**src/rtl/uart_receiver.sv**
```systemverilog
// uart_receiver: UART receiver (start, 8 data bits LSB-first, stop) with a 2-FF synchroniser and FWFT receive buffer.
// Define UART_RECEIVER_PARITY_EN to add an even-parity bit after bit 7 and the parity_error_o output.
module uart_receiver #(
  parameter int CLOCK_FREQ   = 50_000_000,
  parameter int BUFFER_DEPTH = 16,
  parameter int DATA_WIDTH   = 8
) (
  input  logic                          clock_i,
  input  logic                          reset_i,
  input  logic                          uart_rx_i,
  input  logic [1:0]                    baudrate_select_i,
  input  logic                          data_read_i,
  input  logic [$clog2(BUFFER_DEPTH):0] data_buffer_ready_tresh_i,
  output logic [DATA_WIDTH-1:0]         data_o,
  output logic                          data_buffer_empty_o,
  output logic                          data_buffer_ready_o,
  output logic                          frame_error_o,
  output logic                          overrun_o
`ifdef UART_RECEIVER_PARITY_EN
  ,
  output logic                          parity_error_o
`endif
);

  localparam int CNT_W   = $clog2(CLOCK_FREQ / 9600 + 1);
  localparam int PTR_W   = $clog2(BUFFER_DEPTH);
  localparam int FILL_W  = PTR_W + 1;
  localparam int BIT_W   = $clog2(DATA_WIDTH);

  localparam logic [CNT_W-1:0]  CYC_9600   = CNT_W'(CLOCK_FREQ / 9600);
  localparam logic [CNT_W-1:0]  CYC_19200  = CNT_W'(CLOCK_FREQ / 19200);
  localparam logic [CNT_W-1:0]  CYC_57600  = CNT_W'(CLOCK_FREQ / 57600);
  localparam logic [CNT_W-1:0]  CYC_115200 = CNT_W'(CLOCK_FREQ / 115200);
  localparam logic [CNT_W-1:0]  CNT_ONE    = CNT_W'(1);
  localparam logic [PTR_W-1:0]  PTR_ONE    = PTR_W'(1);
  localparam logic [FILL_W-1:0] FILL_ZERO  = FILL_W'(0);
  localparam logic [FILL_W-1:0] FILL_ONE   = FILL_W'(1);
  localparam logic [FILL_W-1:0] FILL_FULL  = FILL_W'(BUFFER_DEPTH);
  localparam logic [BIT_W-1:0]  BIT_ONE    = BIT_W'(1);
  localparam logic [BIT_W-1:0]  BIT_LAST   = BIT_W'(DATA_WIDTH - 1);

  typedef enum logic [2:0] {
    ST_IDLE   = 3'd0,
    ST_START  = 3'd1,
    ST_DATA   = 3'd2,
`ifdef UART_RECEIVER_PARITY_EN
    ST_PARITY = 3'd4,
`endif
    ST_STOP   = 3'd3
  } state_t;

  function automatic logic [CNT_W-1:0] bit_cycles(input logic [1:0] sel);
    logic [CNT_W-1:0] cyc;
    case (sel)
      2'b00:   cyc = CYC_9600;
      2'b01:   cyc = CYC_19200;
      2'b10:   cyc = CYC_57600;
      2'b11:   cyc = CYC_115200;
      default: cyc = CYC_115200;
    endcase
    return cyc;
  endfunction

  logic [2:0]            rx_sync_q;
  logic                  rx_s;
  logic                  rx_prev_s;
  state_t                state_q;
  logic [CNT_W-1:0]      cnt_q;
  logic [CNT_W-1:0]      bit_cycles_q;
  logic [BIT_W-1:0]      bit_idx_q;
  logic [DATA_WIDTH-1:0] shift_q;
  logic                  frame_err_q;
  logic                  half_hit_s;
  logic                  bit_hit_s;
  logic                  parity_ok_s;
  logic                  push_s;

  // Stage 0 is metastability capture, stage 1 is rx_s, stage 2 is its previous value for edge detect
  always_ff @(posedge clock_i) begin
    if (reset_i) rx_sync_q <= 3'b111;
    else         rx_sync_q <= {rx_sync_q[1:0], uart_rx_i};
  end

  assign rx_s       = rx_sync_q[1];
  assign rx_prev_s  = rx_sync_q[2];
  assign half_hit_s = (cnt_q == ((bit_cycles_q >> 1) - CNT_ONE));
  assign bit_hit_s  = (cnt_q == (bit_cycles_q - CNT_ONE));

`ifdef UART_RECEIVER_PARITY_EN
  logic parity_q;
  logic parity_err_q;
  assign parity_ok_s    = ~((^shift_q) ^ parity_q);
  assign parity_error_o = parity_err_q;
`else
  assign parity_ok_s = 1'b1;
`endif

  // A good byte leaves the FSM on the stop-sample cycle itself
  assign push_s = (state_q == ST_STOP) && bit_hit_s && rx_s && parity_ok_s;

  // Receive FSM: start detect, mid-bit sampling, stop check and error pulses
  always_ff @(posedge clock_i) begin
    if (reset_i) begin
      state_q      <= ST_IDLE;
      cnt_q        <= '0;
      bit_cycles_q <= CYC_115200;
      bit_idx_q    <= '0;
      shift_q      <= '0;
      frame_err_q  <= 1'b0;
`ifdef UART_RECEIVER_PARITY_EN
      parity_q     <= 1'b0;
      parity_err_q <= 1'b0;
`endif
    end else begin
      frame_err_q  <= 1'b0;
`ifdef UART_RECEIVER_PARITY_EN
      parity_err_q <= 1'b0;
`endif
      case (state_q)
        ST_IDLE: begin
          cnt_q <= '0;
          if (rx_prev_s && !rx_s) begin
            state_q      <= ST_START;
            bit_cycles_q <= bit_cycles(baudrate_select_i);
          end
        end
        ST_START: begin
          if (half_hit_s) begin
            cnt_q     <= '0;
            bit_idx_q <= '0;
            state_q   <= rx_s ? ST_IDLE : ST_DATA;
          end else begin
            cnt_q <= cnt_q + CNT_ONE;
          end
        end
        ST_DATA: begin
          if (bit_hit_s) begin
            cnt_q              <= '0;
            shift_q[bit_idx_q] <= rx_s;
            bit_idx_q          <= bit_idx_q + BIT_ONE;
            if (bit_idx_q == BIT_LAST) begin
`ifdef UART_RECEIVER_PARITY_EN
              state_q <= ST_PARITY;
`else
              state_q <= ST_STOP;
`endif
            end
          end else begin
            cnt_q <= cnt_q + CNT_ONE;
          end
        end
`ifdef UART_RECEIVER_PARITY_EN
        ST_PARITY: begin
          if (bit_hit_s) begin
            cnt_q    <= '0;
            parity_q <= rx_s;
            state_q  <= ST_STOP;
          end else begin
            cnt_q <= cnt_q + CNT_ONE;
          end
        end
`endif
        ST_STOP: begin
          if (bit_hit_s) begin
            cnt_q       <= '0;
            state_q     <= ST_IDLE;
            frame_err_q <= ~rx_s;
`ifdef UART_RECEIVER_PARITY_EN
            parity_err_q <= ~parity_ok_s;
`endif
          end else begin
            cnt_q <= cnt_q + CNT_ONE;
          end
        end
        default: begin
          state_q <= ST_IDLE;
          cnt_q   <= '0;
        end
      endcase
    end
  end

  logic [DATA_WIDTH-1:0] mem_q [BUFFER_DEPTH];
  logic [PTR_W-1:0]      wr_ptr_q, wr_ptr_d;
  logic [PTR_W-1:0]      rd_ptr_q, rd_ptr_d;
  logic [FILL_W-1:0]     count_q, count_d;
  logic [DATA_WIDTH-1:0] data_q, data_d;
  logic                  empty_q, ready_q, overrun_q;
  logic                  pop_s, accept_s, ready_d, overrun_d;

  // Buffer next state; data_d tracks the head so data_o stays a plain register
  always_comb begin
    pop_s     = data_read_i && (count_q != FILL_ZERO);
    accept_s  = push_s && ((count_q != FILL_FULL) || pop_s);
    overrun_d = push_s && !accept_s;
    wr_ptr_d  = accept_s ? (wr_ptr_q + PTR_ONE) : wr_ptr_q;
    rd_ptr_d  = pop_s ? (rd_ptr_q + PTR_ONE) : rd_ptr_q;
    if (accept_s && !pop_s) begin
      count_d = count_q + FILL_ONE;
    end else if (pop_s && !accept_s) begin
      count_d = count_q - FILL_ONE;
    end else begin
      count_d = count_q;
    end
    if (accept_s && ((count_q == FILL_ZERO) || (pop_s && (count_q == FILL_ONE)))) begin
      data_d = shift_q;
    end else if (pop_s && (count_q > FILL_ONE)) begin
      data_d = mem_q[rd_ptr_d];
    end else begin
      data_d = data_q;
    end
    ready_d = (data_buffer_ready_tresh_i != FILL_ZERO) && (count_d >= data_buffer_ready_tresh_i);
  end

  // Buffer storage; contents are only read while valid, so no reset is needed
  always_ff @(posedge clock_i) begin
    if (accept_s) mem_q[wr_ptr_q] <= shift_q;
  end

  // Buffer pointers, fill count and registered status outputs
  always_ff @(posedge clock_i) begin
    if (reset_i) begin
      wr_ptr_q  <= '0;
      rd_ptr_q  <= '0;
      count_q   <= '0;
      data_q    <= '0;
      empty_q   <= 1'b1;
      ready_q   <= 1'b0;
      overrun_q <= 1'b0;
    end else begin
      wr_ptr_q  <= wr_ptr_d;
      rd_ptr_q  <= rd_ptr_d;
      count_q   <= count_d;
      data_q    <= data_d;
      empty_q   <= (count_d == FILL_ZERO);
      ready_q   <= ready_d;
      overrun_q <= overrun_d;
    end
  end

  assign data_o              = data_q;
  assign data_buffer_empty_o = empty_q;
  assign data_buffer_ready_o = ready_q;
  assign frame_error_o       = frame_err_q;
  assign overrun_o           = overrun_q;

endmodule

```
**config.mk**
```make
export PLATFORM = sky130hd
export DESIGN_NAME = uart_receiver
export DESIGN_NICKNAME = d
export VERILOG_FILES = /design/src/rtl/uart_receiver.sv
export SDC_FILE = /design/constraint.sdc
export NUM_CORES = 1
export LEC_CHECK = 0
export CAP_MARGIN = 15
export CORE_AREA = 5 5 147 149
export DETAILED_ROUTE_END_ITERATION = 8
export DIE_AREA = 0 0 152 154
export SYNTH_ARGS = -nofsm -noshare
export SYNTH_HDL_FRONTEND = slang
export SYNTH_SLANG_ARGS = --single-unit
```
**constraint.sdc**
```tcl
create_clock -name clock_i -period 4.78 [get_ports clock_i]
set_input_delay 1.434 -clock clock_i [delete_from_list [all_inputs] [get_ports clock_i]]
set_output_delay 1.434 -clock clock_i [all_outputs]
set_load 0.01 [all_outputs]
```
Word-level counts from Yosys, hierarchy flattened
Memory sizes are Yosys's and may differ from the RTL's.
Cells that the tools add are included.
{ "totals": {"regBits": 68, "mem_bits_rw": 128, "inputBits": 11, "output_inout_bits": 12, "wordCells": 102, "mem_count": 1} }
{ "op_classes": {"add_sub_neg": 8, "order_cmp": 4, "n_eq_ne": 16, "muxes": 24, "bitwise_logic": 3, "reduce_logical": 32} }
{ "mem_list": {"columns": ["memory", "depth", "width", "rd", "rd_clocked_by_memory_dff", "write_ports", "line_no", "text"], "rows": [
  ["mem_q", 16, 8, 1, 0, 1, "183", "logic [DATA_WIDTH-1:0] mem_q [BUFFER_DEPTH];"]
]} }
{ "op_table": {"columns": ["cell", "count"], "rows": [
  ["13-bit case mux with 4 select lines", 1],
  ["13-bit equality test", 2],
  ["13-bit 2-to-1 mux", 2],
  ["13-bit case mux with 2 select lines", 1],
  ["3-bit 2-to-1 mux", 7],
  ["8-bit 2-to-1 mux", 2],
  ["13-bit by 1-bit adder with 13-bit output, second input constant", 1],
  ["1-bit logical AND", 13],
  ["12-bit by 1-bit subtractor with 13-bit output, second input constant", 1],
  ["13-bit by 1-bit subtractor with 13-bit output, second input constant", 1],
  ["3-bit case mux with 4 select lines", 1],
  ["5-bit zero test", 2],
  ["5-bit 2-to-1 mux", 2],
  ["2-bit != test, second input constant", 5],
  ["5-bit nonzero test", 2],
  ["4-bit by 1-bit adder with 4-bit output, second input constant", 2],
  ["8-bit bitwise mux", 1],
  ["3-bit by 2-bit equality test with 1-bit output, second input constant", 2],
  ["3-bit case mux with 2 select lines", 1],
  ["5-bit by 1-bit adder with 5-bit output, second input constant", 1],
  ["5-bit by 1-bit equality test with 1-bit output, second input constant", 1],
  ["5-bit >= comparator", 1],
  ["5-bit by 1-bit greater-than comparator with 1-bit output, second input constant", 1],
  ["5-bit != test, second input constant", 1],
  ["23 further kinds", 33]
]} }

Longest topological paths before layout
Gate-level depths: netlist of run 1.
{ "depth": {"ltp_word": 11, "mapped_depth": 19, "mapped_depth_nobuf": 17} }

Worst setup path before layout of run 1
OpenSTA, ideal clock, no wires.
{ "synth_path": {"path_kind": "input to register", "startpoint": "input port data_read_i", "endpoint": "register data_q[6] (netlist: data_o[6])", "setup_time_ps": 65, "t_arrival_ps": 4025, "required_ps": 4715, "slack_ps": 690, "path_stages": 7, "path_buffers": 1, "path_cell_list": "a21boi_1 > mux2i_1 > buf_2 > mux4_2 > o221ai_1 > mux2i_1 > nor2_1"} }
{ "synth_via": {"elab_chain_len": 5, "word_cells_on_any_way": 12, "cone_classes": "3 x mux; 8 x reduce/logical; 1 x memory"} }
{ "synth_rtl": {"columns": ["item", "line_no", "text"], "rows": [
  ["from (decl)", "12", "input logic data_read_i,"],
  ["1-bit logical AND *", "193", "pop_s = data_read_i && (count_q != FILL_ZERO);"],
  ["4-bit 2-to-1 mux (tied with other cells)", "197", "rd_ptr_d = pop_s ? (rd_ptr_q + PTR_ONE) : rd_ptr_q;"],
  ["memory read 16 x 8 bit (tied with other cells)", null, null],
  ["8-bit 2-to-1 mux or 1-bit logical AND (tied branches)", "207, 205", null],
  ["8-bit 2-to-1 mux or 2-bit nonzero test (tied branches)", null, null],
  ["to (signal assigned)", "234", "data_q <= data_d;"],
  ["to (decl)", "187", "logic [DATA_WIDTH-1:0] data_q, data_d;"]
]} }
Mark *: on every way between the ends. The rest lies on a longest branch, timed or not. The select of a mux whose other input is x is not followed.
A chain may end at the register's enable or synchronous reset.

Worst setup path in the final report of run 1
{ "layout_path": {"startpoint": "register bit_cycles_q[9]", "endpoint": "register ready_q (netlist: data_buffer_ready_o)"} }
{ "layout_via": {"elab_chain_len": 11, "word_cells_on_any_way": 12, "cone_classes": "1 x add/sub; 1 x order compare; 1 x eq/ne; 2 x mux; 7 x reduce/logical"} }
{ "layout_rtl": {"columns": ["item", "line_no", "text"], "rows": [
  ["from (decl)", "69", "logic [CNT_W-1:0] bit_cycles_q;"],
  ["from (signal assigned)", "124", "bit_cycles_q <= bit_cycles(baudrate_select_i);"],
  ["13-bit by 1-bit subtractor with 13-bit output *", "87", "assign bit_hit_s = (cnt_q == (bit_cycles_q - CNT_ONE));"],
  ["13-bit equality test *", "87", null],
  ["1-bit logical AND * (2 in a row)", "99", "assign push_s = (state_q == ST_STOP) && bit_hit_s && rx_s && parity_ok_s;"],
  ["1-bit logical AND *", "194", "accept_s = push_s && ((count_q != FILL_FULL) || pop_s);"],
  ["1-bit zero test", "200", "end else if (pop_s && !accept_s) begin"],
  ["1-bit logical AND", "200", null],
  ["5-bit 2-to-1 mux", "200", null],
  ["5-bit 2-to-1 mux *", "198", "if (accept_s && !pop_s) begin"],
  ["5-bit >= comparator *", "212", "ready_d = (data_buffer_ready_tresh_i != FILL_ZERO) && (count_d >= data_buffer_ready_tresh_i);"],
  ["1-bit logical AND *", "212", null],
  ["to (signal assigned)", "236", "ready_q <= ready_d;"],
  ["to (decl)", "188", "logic empty_q, ready_q, overrun_q;"]
]} }
Mark *: on every way between the ends. The rest lies on a longest branch, timed or not.

==> summary.md, run 1 <==
| Metric | Value |
|---|---|
| Total track usage | `16.05%` |
| Fin Setup TNS | `0 ps` |
| CTS Buf Count | `17` |
| Hold buffers post-CTS | `0` |
| Synth top area share | `43.35%` |
| Kind of end point of the critical path | `flip-flop` |
| Die width | `152 µm` |
| H-Tree Level Count | `4` |
| Clock root buffer | `clkbuf_16` |
| Post-Syn Nets | `742` |
| Relative slew slack | `23.24%` |
| # setup viols final | `0` |
| DP Area | `9465 µm²` |
| CTS tree | `yes` |
| CTS resizes | `0` |
| CTS Buffer Depth | `2` |
| GPL Wtd Cong | `0.8116` |
| DP HPWL | `12.77 mm` |
| Synthesized cell area | `8867 µm²` |
| Worst path buffer plus inverter count | `1` |
| Seq/Total Area, Yosys | `57.57%` |
| Adder-Cell Fraction of Synth Area | `2.963%` |
| Cell count after synthesis | `710` |
| Max Fanout on Critical Path | `10` |
| Floorplan row count | `52` |
| Final core utilization | `50.26%` |
| Worst reg2reg path depth | `17` |
| Static leakage | `0.003664 µW` |
| Fin. Hold Viols | `0` |
| Cell family with most CP delay | `simple AND/OR/NAND/NOR gates` |
| Critical Path Start Type | `flip-flop` |
| Worst-Margin Slew | `1146 ps` |
| First-pass GRT wire length | `29.88 mm` |
| Max Clock Skew | `8.448 ps` |
| Drt pass-1 iters | `7` |
| Share of flip-flops with an asynchronous set or reset | `0%` |
| Core area | `20,040 µm²` |
| Synth top cells by count | `128 x edfxtp_1, 77 x mux2i_1, 63 x dfxtp_1, 63 x nor2_1, 41 x nand2_1` |
| HP Start | `rx_sync_q[0]$_SDFF_PP1_` |
| Synth unique cells | `66` |
| Multiplexer share of the synthesized area | `12.88%` |
| Ys flop type | `edfxtp_1` |
| ANT cells | `0` |
| Yosys Warn Count | `0` |
| DRC | `0` |
| Post-Layout Inst Area | `10,070 µm²` |
| Routed Antenna Nets | `0` |
| Share of layout cells above drive strength 1 | `12.43%` |
| XOR/XNOR Fraction of Synth Area | `4.261%` |
| R2r setup slk | `370 ps` |
| R2r endpoint | `data_buffer_ready_o$_SDFF_PP0_` |
| Status | `finished clean` |
| Crit-path cells | `inv_1 > ha_1 > or3b_2 > o211ai_1 > or4b_1 > or4_1 > nor4b_2 > nor2_1 > xnor2_1 > ha_1 > nand2b_1 > a21oi_1 > nor2b_1 > o21ai_0 > nand2b_1 > a21oi_1 > a211oi_1` |
| Mean Syn Cell Area | `12.49 µm²` |
| Critical path depth | `17` |
| Hold path depth | `1` |
| Starting density of the core | `44.25%` |
| Simple-gate share of the synthesized area | `13.22%` |
| Clock sinks | `191` |
| PwrDens | `473.6 nW/µm²` |
| Port Buffers | `22` |
| Synth Register Bits | `191` |
| Hold Slack | `412.9 ps` |
| Die area | `23,410 µm²` |
| GRT Residual Overflow | `0` |
| Max VDD drop | `337.6 µV` |
| Critical Path Max Stage Delay | `730 ps` |
| Largest area contributor in the netlist | `edfxtp_1` |
| Top-count cell post-synth | `edfxtp_1` |
| Vias per cell | `5.418` |
| Vias post-DR | `5,516` |
| Synth top area cells | `edfxtp_1 43%, dfxtp_1 14%, mux2i_1 8.7%` |
| Final min period | `4412 ps` |
| Wire per inst | `18.03 µm` |
| Critical path's slowest cell | `or4_1` |
| Clock transition at path regs | `70 ps` |
| Fin nets | `767` |
| Synth Area in Compound Gates | `6.124%` |
| Die H | `154 µm` |
| Initial antenna violation count | `0` |
| Worst r2r src | `bit_cycles_q[9]$_SDFFE_PP0P_` |
| Max Cap Violations | `0` |
| Post-CTS Setup Bufs | `0` |
| Final period utilization | `92.30%` |
| Number of flops mapped to enable cells by yosys | `128` |
| Critical path type | `flip-flop to flip-flop` |
| Final Max Slew Viols | `0` |
| Clock Latency Late Sink | `420 ps` |
| Largest net degree at the start of global routing | `26` |
| Number of global-route vias before repair | `5,420` |
| Hold EP | `rx_sync_q[1]$_SDFF_PP1_` |
| Io pins | `23` |
| Critical path arrival | `4680 ps` |
| RSZ-0062 raised after global routing | `no` |
| Hold Path Class | `flip-flop to flip-flop` |
| Initial DRC count | `513` |
| Main combinational cell family by area after synthesis | `simple AND/OR/NAND/NOR gates` |
| FMAX | `226.7 MHz` |
| Syn-to-layout area delta | `13.57%` |
| CP Data Required Time | `5050 ps` |
| WL final | `18.35 mm` |
per-stage QoR:
step	power, µW	worst slack, ps	std cells
final	4770	368.1	1018
after global routing	5000	83.75	1018
after CTS	4826	197.9	1018
after detailed placement	3406	218.8	986
after global placement	3388	245.7	986
after floorplan	2958	689.6	710
power by group:
group / switching [µW] / leakage, µW / internal (µW)
combinational: 738 / 0.00168 / 774
clock: 629 / 0.000288 / 789
sequential: 51.0 / 0.00170 / 1790
total: 1420 / 0.00366 / 3350
per-layer routing:
| metal | global-route usage (%) | routed length (µm) | vias to the layer above |
|---|---|---|---|
| met4 | 5.822 | 343 | 0 |
| met3 | 2.642 | 708 | 22 |
| met5 | 0 | 0 | - |
| met2 | 25.68 | 8693 | 137 |
| met1 | 22.20 | 8608 | 2682 |
| li1 | - | - | 2675 |
final cells by class:
class                   count  area, µm²
inverters                  18      67.56
clock buffers              17      425.4
clock inverters            15      173.9
flip-flops and latches    191       5106
repair buffers             47      445.4
multi-input cells         460       3515
fillers                  1781       9968
well taps                 270      337.8
kinds of logic (layout without fill, tap and decap cells):
| group | Yosys count | count (layout) |
|---|---|---|
| compound gates | 81 | 81 |
| fa+ha+maj | 21 | 21 |
| mux | 94 | 94 |
| buf+inv | 59 | 97 |
| xor+xnor | 40 | 40 |
| flops | 191 | 191 |
| simple gates | 224 | 224 |
worst reg2reg max path, delay by kind of cell (launching register included):
family	cells	cell delay (ps)
adder cells (fa/ha/maj)	2	530
XOR/XNOR	1	210
AND/OR/NAND/NOR	8	2300
AO/OA/AOI/OAI	5	630
buffers and inverters	1	120
flip-flops	1	460
worst max-delay path by stage:
stage	startpoint	end	slack, ps
global placement	bit_cycles_q[9]$_SDFFE_PP0P_	data_buffer_ready_o$_SDFF_PP0_	250
floorplan	data_read_i	data_o[6]$_SDFFE_PP0P_	690
finish	bit_cycles_q[9]$_SDFFE_PP0P_	data_buffer_ready_o$_SDFF_PP0_	370
CTS	bit_cycles_q[9]$_SDFFE_PP0P_	data_buffer_ready_o$_SDFF_PP0_	200
detailed placement	bit_cycles_q[9]$_SDFFE_PP0P_	data_buffer_ready_o$_SDFF_PP0_	220
global route	bit_cycles_q[9]$_SDFFE_PP0P_	data_buffer_ready_o$_SDFF_PP0_	80
layout by cell type (no fill, tap or decap), types with 4 or more instances in the layout:
cell,instances
xor2_1,18
inv_6,4
nand4_1,8
mux2i_1,76
o221ai_1,8
nor3_1,18
ha_1,21
clkdlybuf4s50_1,22
clkbuf_16,17
nor2b_1,6
a21oi_1,24
and2_1,9
or2_2,6
xnor2_1,19
o21ai_0,12
edfxtp_1,128
o31ai_1,4
nand2_1,41
buf_4,22
and3_1,12
nand2b_1,12
nand3_1,18
nor2_1,63
nor4_1,7
dfxtp_1,62
inv_1,18
mux4_2,16
flip-flops by register name, summed over array words and instances (netlist names):
name	flops
bit_cycles_q	9
bit_idx_q	3
cnt_q	13
count_q	5
data_buffer_empty_o	1
data_buffer_ready_o	1
data_o	8
frame_error_o	1
mem_q	128
overrun_o	1
rd_ptr_q	4
rx_sync_q	3
shift_q	8
state_q	2
wr_ptr_q	4
Power figures use the tool's default switching activity.
==> run 2: changes to the inputs <==
ABC_CLOCK_PERIOD_IN_PS = 4780   (was default)
SETUP_SLACK_MARGIN = 0.05   (was default)
==> results of run 2 <==
No change in the layout: final DEF, timing and power equal those of run 1.
